File: config.mk
export PLATFORM = sky130hd
export DESIGN_NAME = reaction_controller
export DESIGN_NICKNAME = d
export VERILOG_FILES = /design/src/rtl/reaction_pkg.sv /design/src/rtl/lfsr16.sv /design/src/rtl/reaction_controller.sv
export SDC_FILE = /design/constraint.sdc
export NUM_CORES = 1
export LEC_CHECK = 0
export CORE_ASPECT_RATIO = 0.8
export CORE_MARGIN = 3
export CORE_UTILIZATION = 53
export CTS_CLUSTER_DIAMETER = 200
export DETAILED_ROUTE_END_ITERATION = 7
export PLACE_DENSITY = 0.76
export SLEW_MARGIN = 10
export SYNTH_ARGS = -nofsm -noshare
export SYNTH_HDL_FRONTEND = slang
export SYNTH_HIERARCHICAL = 1
export SYNTH_SLANG_ARGS = --single-unit
File: constraint.sdc
create_clock -name clk -period 2.2 [get_ports clk]
set_input_delay 0.22 -clock clk [delete_from_list [all_inputs] [get_ports clk]]
set_output_delay 0.22 -clock clk [all_outputs]
set_load 0.02 [all_outputs]
File: src/rtl/reaction_pkg.sv
// Shared types and constants for the reaction-time game controller.
// Holds FSM state encodings and the LFSR seed/feedback definition.
package reaction_pkg;

    typedef enum logic [2:0] {
        S_IDLE  = 3'd0,
        S_WAIT  = 3'd1,
        S_ARMED = 3'd2,
        S_DONE  = 3'd3,
        S_FOUL  = 3'd4
    } state_t;

    localparam logic [15:0] LFSR_SEED = 16'hACE1;
    // Feedback taps for x^16 + x^14 + x^13 + x^11 + 1
    localparam logic [15:0] LFSR_TAPS = 16'hB400;

    function automatic logic [15:0] lfsr_step(input logic [15:0] s);
        return {s[14:0], ^(s & LFSR_TAPS)};
    endfunction

endpackage

File: src/rtl/lfsr16.sv
// Free-running 16-bit Fibonacci LFSR; low bits exposed as a random value.
// Maximal-length polynomial, so the register never reaches all-zero.
module lfsr16
    import reaction_pkg::*;
#(
    parameter int OUT_W = 16
) (
    input  logic             clk,
    input  logic             reset_n,
    output logic [OUT_W-1:0] o_rand
);

    logic [15:0] r_lfsr;

    always_ff @(posedge clk or negedge reset_n) begin
        if (!reset_n) begin
            r_lfsr <= LFSR_SEED;
        end else begin
            r_lfsr <= lfsr_step(r_lfsr);
        end
    end

    assign o_rand = r_lfsr[OUT_W-1:0];

endmodule

File: src/rtl/reaction_controller.sv
// Reaction-time game: random delay, stimulus LED, millisecond timing,
// with foul detection for early presses and a timeout ceiling.
module reaction_controller
    import reaction_pkg::*;
#(
    parameter int TICKS_PER_MS = 50000,
    parameter int MIN_DELAY_MS = 1000,
    parameter int RAND_BITS    = 11,
    parameter int TIMEOUT_MS   = 9999
) (
    input  logic        clk,
    input  logic        reset_n,
    input  logic        start_btn,
    input  logic        react_btn,
    output logic        led_stimulus,
    output logic [23:0] reaction_ms,
    output logic        update,
    output logic        foul,
    output logic        timeout,
    output logic [2:0]  state
);

    localparam int PW = (TICKS_PER_MS > 1) ? $clog2(TICKS_PER_MS) : 1;
    localparam logic [PW-1:0] PRESC_MAX = PW'(TICKS_PER_MS - 1);
    localparam logic [23:0]   MIN_D     = 24'(MIN_DELAY_MS);
    localparam logic [23:0]   TMO       = 24'(TIMEOUT_MS);

    state_t r_state;
    state_t w_next;

    logic          r_start_q;
    logic          r_react_q;
    logic [PW-1:0] r_presc;
    logic [23:0]   r_delay;
    logic [23:0]   r_ms;
    logic [23:0]   r_reaction;
    logic          r_update;
    logic          r_foul;
    logic          r_timeout;

    logic                 w_start_rise;
    logic                 w_react_rise;
    logic                 w_tick;
    logic [RAND_BITS-1:0] w_rand;
    logic [23:0]          w_rand_ext;
    logic                 w_led;
    logic                 w_load;
    logic                 w_arm;
    logic                 w_hit;
    logic                 w_tmo;
    logic                 w_early;

    lfsr16 #(
        .OUT_W (RAND_BITS)
    ) u_lfsr (
        .clk     (clk),
        .reset_n (reset_n),
        .o_rand  (w_rand)
    );

    assign w_rand_ext   = {{(24-RAND_BITS){1'b0}}, w_rand};
    assign w_start_rise = start_btn & ~r_start_q;
    assign w_react_rise = react_btn & ~r_react_q;
    assign w_tick       = (r_presc == PRESC_MAX);

    always_ff @(posedge clk or negedge reset_n) begin
        if (!reset_n) begin
            r_start_q <= 1'b0;
            r_react_q <= 1'b0;
        end else begin
            r_start_q <= start_btn;
            r_react_q <= react_btn;
        end
    end

    always_ff @(posedge clk or negedge reset_n) begin
        if (!reset_n) begin
            r_state <= S_IDLE;
        end else begin
            r_state <= w_next;
        end
    end

    // A press always beats delay expiry and timeout in the same cycle
    always_comb begin
        w_next = r_state;
        unique case (r_state)
            S_IDLE, S_DONE, S_FOUL: begin
                if (w_start_rise) w_next = S_WAIT;
            end
            S_WAIT: begin
                if (w_react_rise)       w_next = S_FOUL;
                else if (r_delay == '0) w_next = S_ARMED;
            end
            S_ARMED: begin
                if (w_react_rise || r_ms == TMO) w_next = S_DONE;
            end
            default: w_next = S_IDLE;
        endcase
    end

    always_comb begin
        w_led   = 1'b0;
        w_load  = 1'b0;
        w_arm   = 1'b0;
        w_hit   = 1'b0;
        w_tmo   = 1'b0;
        w_early = 1'b0;
        unique case (1'b1)
            (r_state == S_WAIT): begin
                w_early = w_react_rise;
                w_arm   = !w_react_rise && (r_delay == '0);
            end
            (r_state == S_ARMED): begin
                w_led = 1'b1;
                w_hit = w_react_rise;
                w_tmo = !w_react_rise && (r_ms == TMO);
            end
            (r_state == S_IDLE || r_state == S_DONE || r_state == S_FOUL): begin
                w_load = w_start_rise;
            end
            default: ;
        endcase
    end

    always_ff @(posedge clk or negedge reset_n) begin
        if (!reset_n) begin
            r_presc    <= '0;
            r_delay    <= '0;
            r_ms       <= '0;
            r_reaction <= '0;
            r_update   <= 1'b0;
            r_foul     <= 1'b0;
            r_timeout  <= 1'b0;
        end else begin
            if (w_load || w_arm || w_tick) r_presc <= '0;
            else                           r_presc <= r_presc + PW'(1);

            if (w_load) begin
                r_delay <= MIN_D + w_rand_ext;
            end else if (r_state == S_WAIT && w_tick && r_delay != '0) begin
                r_delay <= r_delay - 24'd1;
            end

            if (w_arm) begin
                r_ms <= '0;
            end else if (w_led && w_tick && r_ms < TMO) begin
                r_ms <= r_ms + 24'd1;
            end

            if (w_hit)      r_reaction <= r_ms;
            else if (w_tmo) r_reaction <= TMO;

            r_update <= w_hit;

            if (w_load)       r_foul <= 1'b0;
            else if (w_early) r_foul <= 1'b1;

            if (w_load)     r_timeout <= 1'b0;
            else if (w_tmo) r_timeout <= 1'b1;
        end
    end

    assign led_stimulus = w_led;
    assign reaction_ms  = r_reaction;
    assign update       = r_update;
    assign foul         = r_foul;
    assign timeout      = r_timeout;
    assign state        = r_state;

endmodule

==> metrics.txt <==
# TYPE chip_impl_metric gauge
chip_impl_info{name="status",value="finished, violations left"} 1
chip_impl_info{name="violations",value="negative setup slack"} 1
chip_impl_metric{name="grt_start_max_net_pins",unit=""} 52
chip_impl_metric{name="worst_reg2reg_setup_slack",unit="ns"} -0.1
chip_impl_metric{name="final.fill_count",unit=""} 675
chip_impl_info{name="critPathTopFamily",value="simple AND/OR/NAND/NOR gates"} 1
chip_impl_metric{name="timing.critical_path.required",unit="ns"} 2.49
chip_impl_metric{name="syn_inst",unit=""} 489
chip_impl_info{name="path_cells",value="inv_1 -> ha_2 -> or4b_4 -> nor3_4 -> buf_4 -> nand2_2 -> or4b_4 -> a21oi_2"} 1
chip_impl_info{name="synth-main-ff-cell",value="sky130_fd_sc_hd__dfrtp_1"} 1
chip_impl_metric{name="cp_data_arrival_time",unit="ns"} 2.58
chip_impl_metric{name="synth_async_sr_flop_share",unit=""} 1.00
chip_impl_metric{name="initial_utilization",unit=""} 0.564
chip_impl_metric{name="synth_cell_types",unit=""} 65
chip_impl_info{name="synth_largest_area_cell",value="sky130_fd_sc_hd__dfrtp_1"} 1
chip_impl_metric{name="worst_setup_hold_path_clk_slew",unit="ns"} 0.08
chip_impl_metric{name="cell_count_after_placement",unit=""} 685
chip_impl_info{name="timing.hold.worst_endpoint",value="u_lfsr/r_lfsr[15]"} 1
chip_impl_metric{name="pwr_density_cell",unit="mW/mm^2"} 784
chip_impl_info{name="critPathCaptureType",value="flip-flop"} 1
chip_impl_metric{name="cts-root-to-sink-buffers",unit=""} 2
chip_impl_metric{name="die_w",unit="um"} 118
chip_impl_metric{name="die_height",unit="um"} 95.4
chip_impl_metric{name="clock_insertion_delay_worst_skew",unit="ns"} 0.35
chip_impl_metric{name="ant_nets",unit=""} 0
chip_impl_metric{name="syn-mean-instance-area",unit="um^2"} 10.8
chip_impl_info{name="path_type_of_the_worst_setup_path",value="reg2reg"} 1
chip_impl_metric{name="timing.critical_path.slowest_cell_delay",unit="ns"} 0.52
chip_impl_metric{name="via_count",unit=""} 4194
chip_impl_metric{name="postRouteWirelength",unit="mm"} 12.3
chip_impl_metric{name="drv.max_cap_violation_count",unit=""} 0
chip_impl_metric{name="maxSlewViolCount",unit=""} 0
chip_impl_metric{name="clkSinkCount",unit=""} 112
chip_impl_metric{name="routed_wire_length_per_instance",unit="um"} 17.3
chip_impl_metric{name="final-setup-viol-count",unit=""} 47
chip_impl_metric{name="synthesis.area",unit="mm^2"} 0.00529
chip_impl_metric{name="ys.warnings.count",unit=""} 6
chip_impl_info{name="mostFrequentLayoutCell",value="sky130_fd_sc_hd__dfrtp_1"} 1
chip_impl_metric{name="worst_ir_drop_vdd",unit="V"} 0.000461
chip_impl_metric{name="final-instance-count-excl-fill",unit=""} 710
chip_impl_metric{name="mappedNetlistNets",unit=""} 497
chip_impl_info{name="most-common-layout-cells",value="sky130_fd_sc_hd__dfrtp_1, sky130_fd_sc_hd__buf_4, sky130_fd_sc_hd__nor2_1, sky130_fd_sc_hd__clkdlybuf4s50_1, sky130_fd_sc_hd__nand2_1"} 1
chip_impl_info{name="most_common_cell_on_crit_path",value="sky130_fd_sc_hd__or4b_4"} 1
chip_impl_metric{name="hold_slack",unit="ns"} 0.367
chip_impl_metric{name="firstDrtPassIters",unit=""} 5
chip_impl_metric{name="h_tree_depth",unit=""} 3
chip_impl_metric{name="timing.final.ws_setup",unit="ns"} -0.0987
chip_impl_metric{name="finalHoldViolations",unit=""} 0
chip_impl_info{name="startpoint_type",value="flip-flop"} 1
chip_impl_metric{name="report.power.total",unit="mW"} 5.24
chip_impl_metric{name="wire_length_of_the_first_global_routing_pass",unit="mm"} 20.6
chip_impl_metric{name="total_gr_overflow",unit=""} 0
chip_impl_metric{name="post_route_cells_drive_above_1_share",unit=""} 0.247
chip_impl_metric{name="area_delta_synth_final",unit="%"} 26.2
chip_impl_info{name="cp_slowest_cell",value="sky130_fd_sc_hd__or4b_4"} 1
chip_impl_info{name="holdCritStartpoint",value="u_lfsr/r_lfsr[14]"} 1
chip_impl_metric{name="max_slew.worst_pin.slew",unit="ns"} 0.739
chip_impl_metric{name="die_area",unit="mm^2"} 0.0112
chip_impl_metric{name="vias_in_the_first_global_route",unit=""} 4093
chip_impl_metric{name="viasPerCell",unit=""} 5.91
chip_impl_metric{name="post-route-min-period",unit="ns"} 2.30
chip_impl_metric{name="rows",unit=""} 31
chip_impl_metric{name="fin_worst_skew",unit="ns"} 0.00859
chip_impl_metric{name="fmaxAchievable",unit="MHz"} 435
chip_impl_metric{name="drt-initial-drc-count",unit=""} 334
chip_impl_info{name="cts_root_buf",value="sky130_fd_sc_hd__clkbuf_16"} 1
chip_impl_metric{name="holdPathStages",unit=""} 0
chip_impl_metric{name="worst-r2r-cell-count",unit=""} 8
chip_impl_metric{name="synth_enable_flop_cells",unit=""} 0
chip_impl_metric{name="place.port_buffers",unit=""} 34
chip_impl_metric{name="core",unit="mm^2"} 0.00939
chip_impl_metric{name="cts_inserted_buffers",unit=""} 9
chip_impl_info{name="tritoncts",value="built"} 1
chip_impl_metric{name="leakagePower",unit="nW"} 2.98
chip_impl_metric{name="globalRouteTotalUtil",unit=""} 0.229
chip_impl_metric{name="path_max_fanout",unit=""} 4
chip_impl_metric{name="dp_hpwl",unit="mm"} 8.33
chip_impl_metric{name="antenna_violations_before_repair",unit=""} 0
chip_impl_metric{name="place_worst_setup_slack",unit="ns"} -0.115
chip_impl_metric{name="top_level_ports",unit=""} 35
chip_impl_info{name="worst_hold_path_type",value="reg2reg"} 1
chip_impl_metric{name="synth_sequential_area_ratio",unit=""} 0.531
chip_impl_metric{name="period_share",unit=""} 1.04
chip_impl_metric{name="diodes",unit=""} 0
chip_impl_info{name="ys_top_cells_by_area",value="sky130_fd_sc_hd__dfrtp_1, sky130_fd_sc_hd__dfstp_2, sky130_fd_sc_hd__nor2_1, sky130_fd_sc_hd__a22o_1, sky130_fd_sc_hd__xnor2_1"} 1
chip_impl_metric{name="drcViolationCount",unit=""} 0
chip_impl_metric{name="fin_nets",unit=""} 581
chip_impl_metric{name="number_of_synthesized_register_bits",unit=""} 112
chip_impl_metric{name="worst_slew_margin_rel",unit=""} 0.506
chip_impl_metric{name="worst_path_buf_inv",unit=""} 2
chip_impl_metric{name="synth_top_area_frac",unit=""} 0.492
chip_impl_info{name="rsz0062_at_grt",value="yes"} 1
chip_impl_info{name="crit-reg2reg-launch",value="r_delay[0]"} 1
chip_impl_metric{name="globalplace.congestion",unit=""} 0.922
chip_impl_info{name="r2r_end",value="state[1]"} 1
chip_impl_metric{name="fin_setup_tns",unit="ns"} -2.47
registers in the layout (all words and copies together), names as in the netlist:
name / flops
foul: 1
r_delay: 24
r_ms: 24
r_presc: 16
r_react_q: 1
r_start_q: 1
reaction_ms: 24
state: 3
timeout: 1
u_lfsr/r_lfsr: 16
update: 1
worst register-to-register path, stage by stage (launching register included):
cell and delay, ns:
sky130_fd_sc_hd__dfrtp_1 0.39, sky130_fd_sc_hd__inv_1 0.06, sky130_fd_sc_hd__ha_2 0.17, sky130_fd_sc_hd__or4b_4 0.51, sky130_fd_sc_hd__nor3_4 0.26, sky130_fd_sc_hd__buf_4 0.16
sky130_fd_sc_hd__nand2_2 0.05, sky130_fd_sc_hd__or4b_4 0.52, sky130_fd_sc_hd__a21oi_2 0.12
where the power goes:
part / total, mW / leakage [nW] / internal (mW) / switching [mW]
clock: 1.63 / 0.146 / 0.854 / 0.780
combinational: 1.24 / 1.37 / 0.538 / 0.699
sequential: 2.37 / 1.46 / 2.21 / 0.160
metrics by stage:
step                 util  instance area [um^2]
finish              0.712                  6680
global route        0.712                  6680
CTS                 0.687                  6440
detailed placement  0.649                  6090
global placement    0.649                  6090
floorplan               -                  5300
cell usage after synthesis (all sizes together) (9+ instances only):
library cell and number:
a21oi 22, a22o 16, and2 15, buf 16
clkbuf 12, dfrtp 104, inv 14, nand2 37
nand2b 9, nand3 20, nand4 9, nor2 38
nor3 10, o211ai 12, o21ai 16, or3 19
or4 9, xnor2 16, xor2 12
metal layers:
| metal | GRT usage | part of all wire |
|---|---|---|
| met1 | 0.322 | 0.47 |
| met2 | 0.369 | 0.47 |
| met3 | 0.0457 | 0.055 |
| met4 | 0.0644 | 0.013 |
| met5 | 0 | 0 |
cell families after synthesis:
group | after synthesis | share of synthesized area
AND/OR/NAND/NOR | 196 | 0.221
adder cells (fa/ha/maj) | 4 | 0.00945
buffers and inverters | 43 | 0.0404
XOR/XNOR | 28 | 0.0463
AO/OA/AOI/OAI | 98 | 0.137
multiplexers | 8 | 0.0151
flip-flops | 112 | 0.531
repair_timing:
action	4_1_cts	5_1_grt
setup endpoints to repair	61	69
pin swaps	2	27
resized for setup	7	42
hold buffers	1	0
setup buffers	1	6
gates cloned	0	1
endpoints found under the hold margin	48	0
worst max-delay path by stage:
stage | to | slack [ns] | cells after the start | start
floorplan | r_presc[10] | -0.06 | 9 | r_delay[0]
global placement | r_delay[3] | -0.03 | 8 | r_delay[0]
detailed placement | r_delay[3] | -0.12 | 8 | r_delay[0]
CTS | r_delay[20] | -0.02 | 7 | r_delay[0]
global route | r_delay[14] | -0.20 | 9 | r_delay[0]
finish | state[1] | -0.1 | 8 | r_delay[0]
area by class of cell:
| type | count | area (um^2) | area share |
|---|---|---|---|
| inverter | 15 | 56.3 | 0.00843 |
| multi-input combinational | 335 | 2460 | 0.368 |
| timing repair buffer | 100 | 883 | 0.132 |
| tap | 132 | 165 | 0.0247 |
| sequential | 112 | 2810 | 0.421 |
| clock inverter | 5 | 47.5 | 0.00712 |
| clock buffer | 11 | 253 | 0.0378 |
No activity file was read; power rests on OpenSTA's default activity.
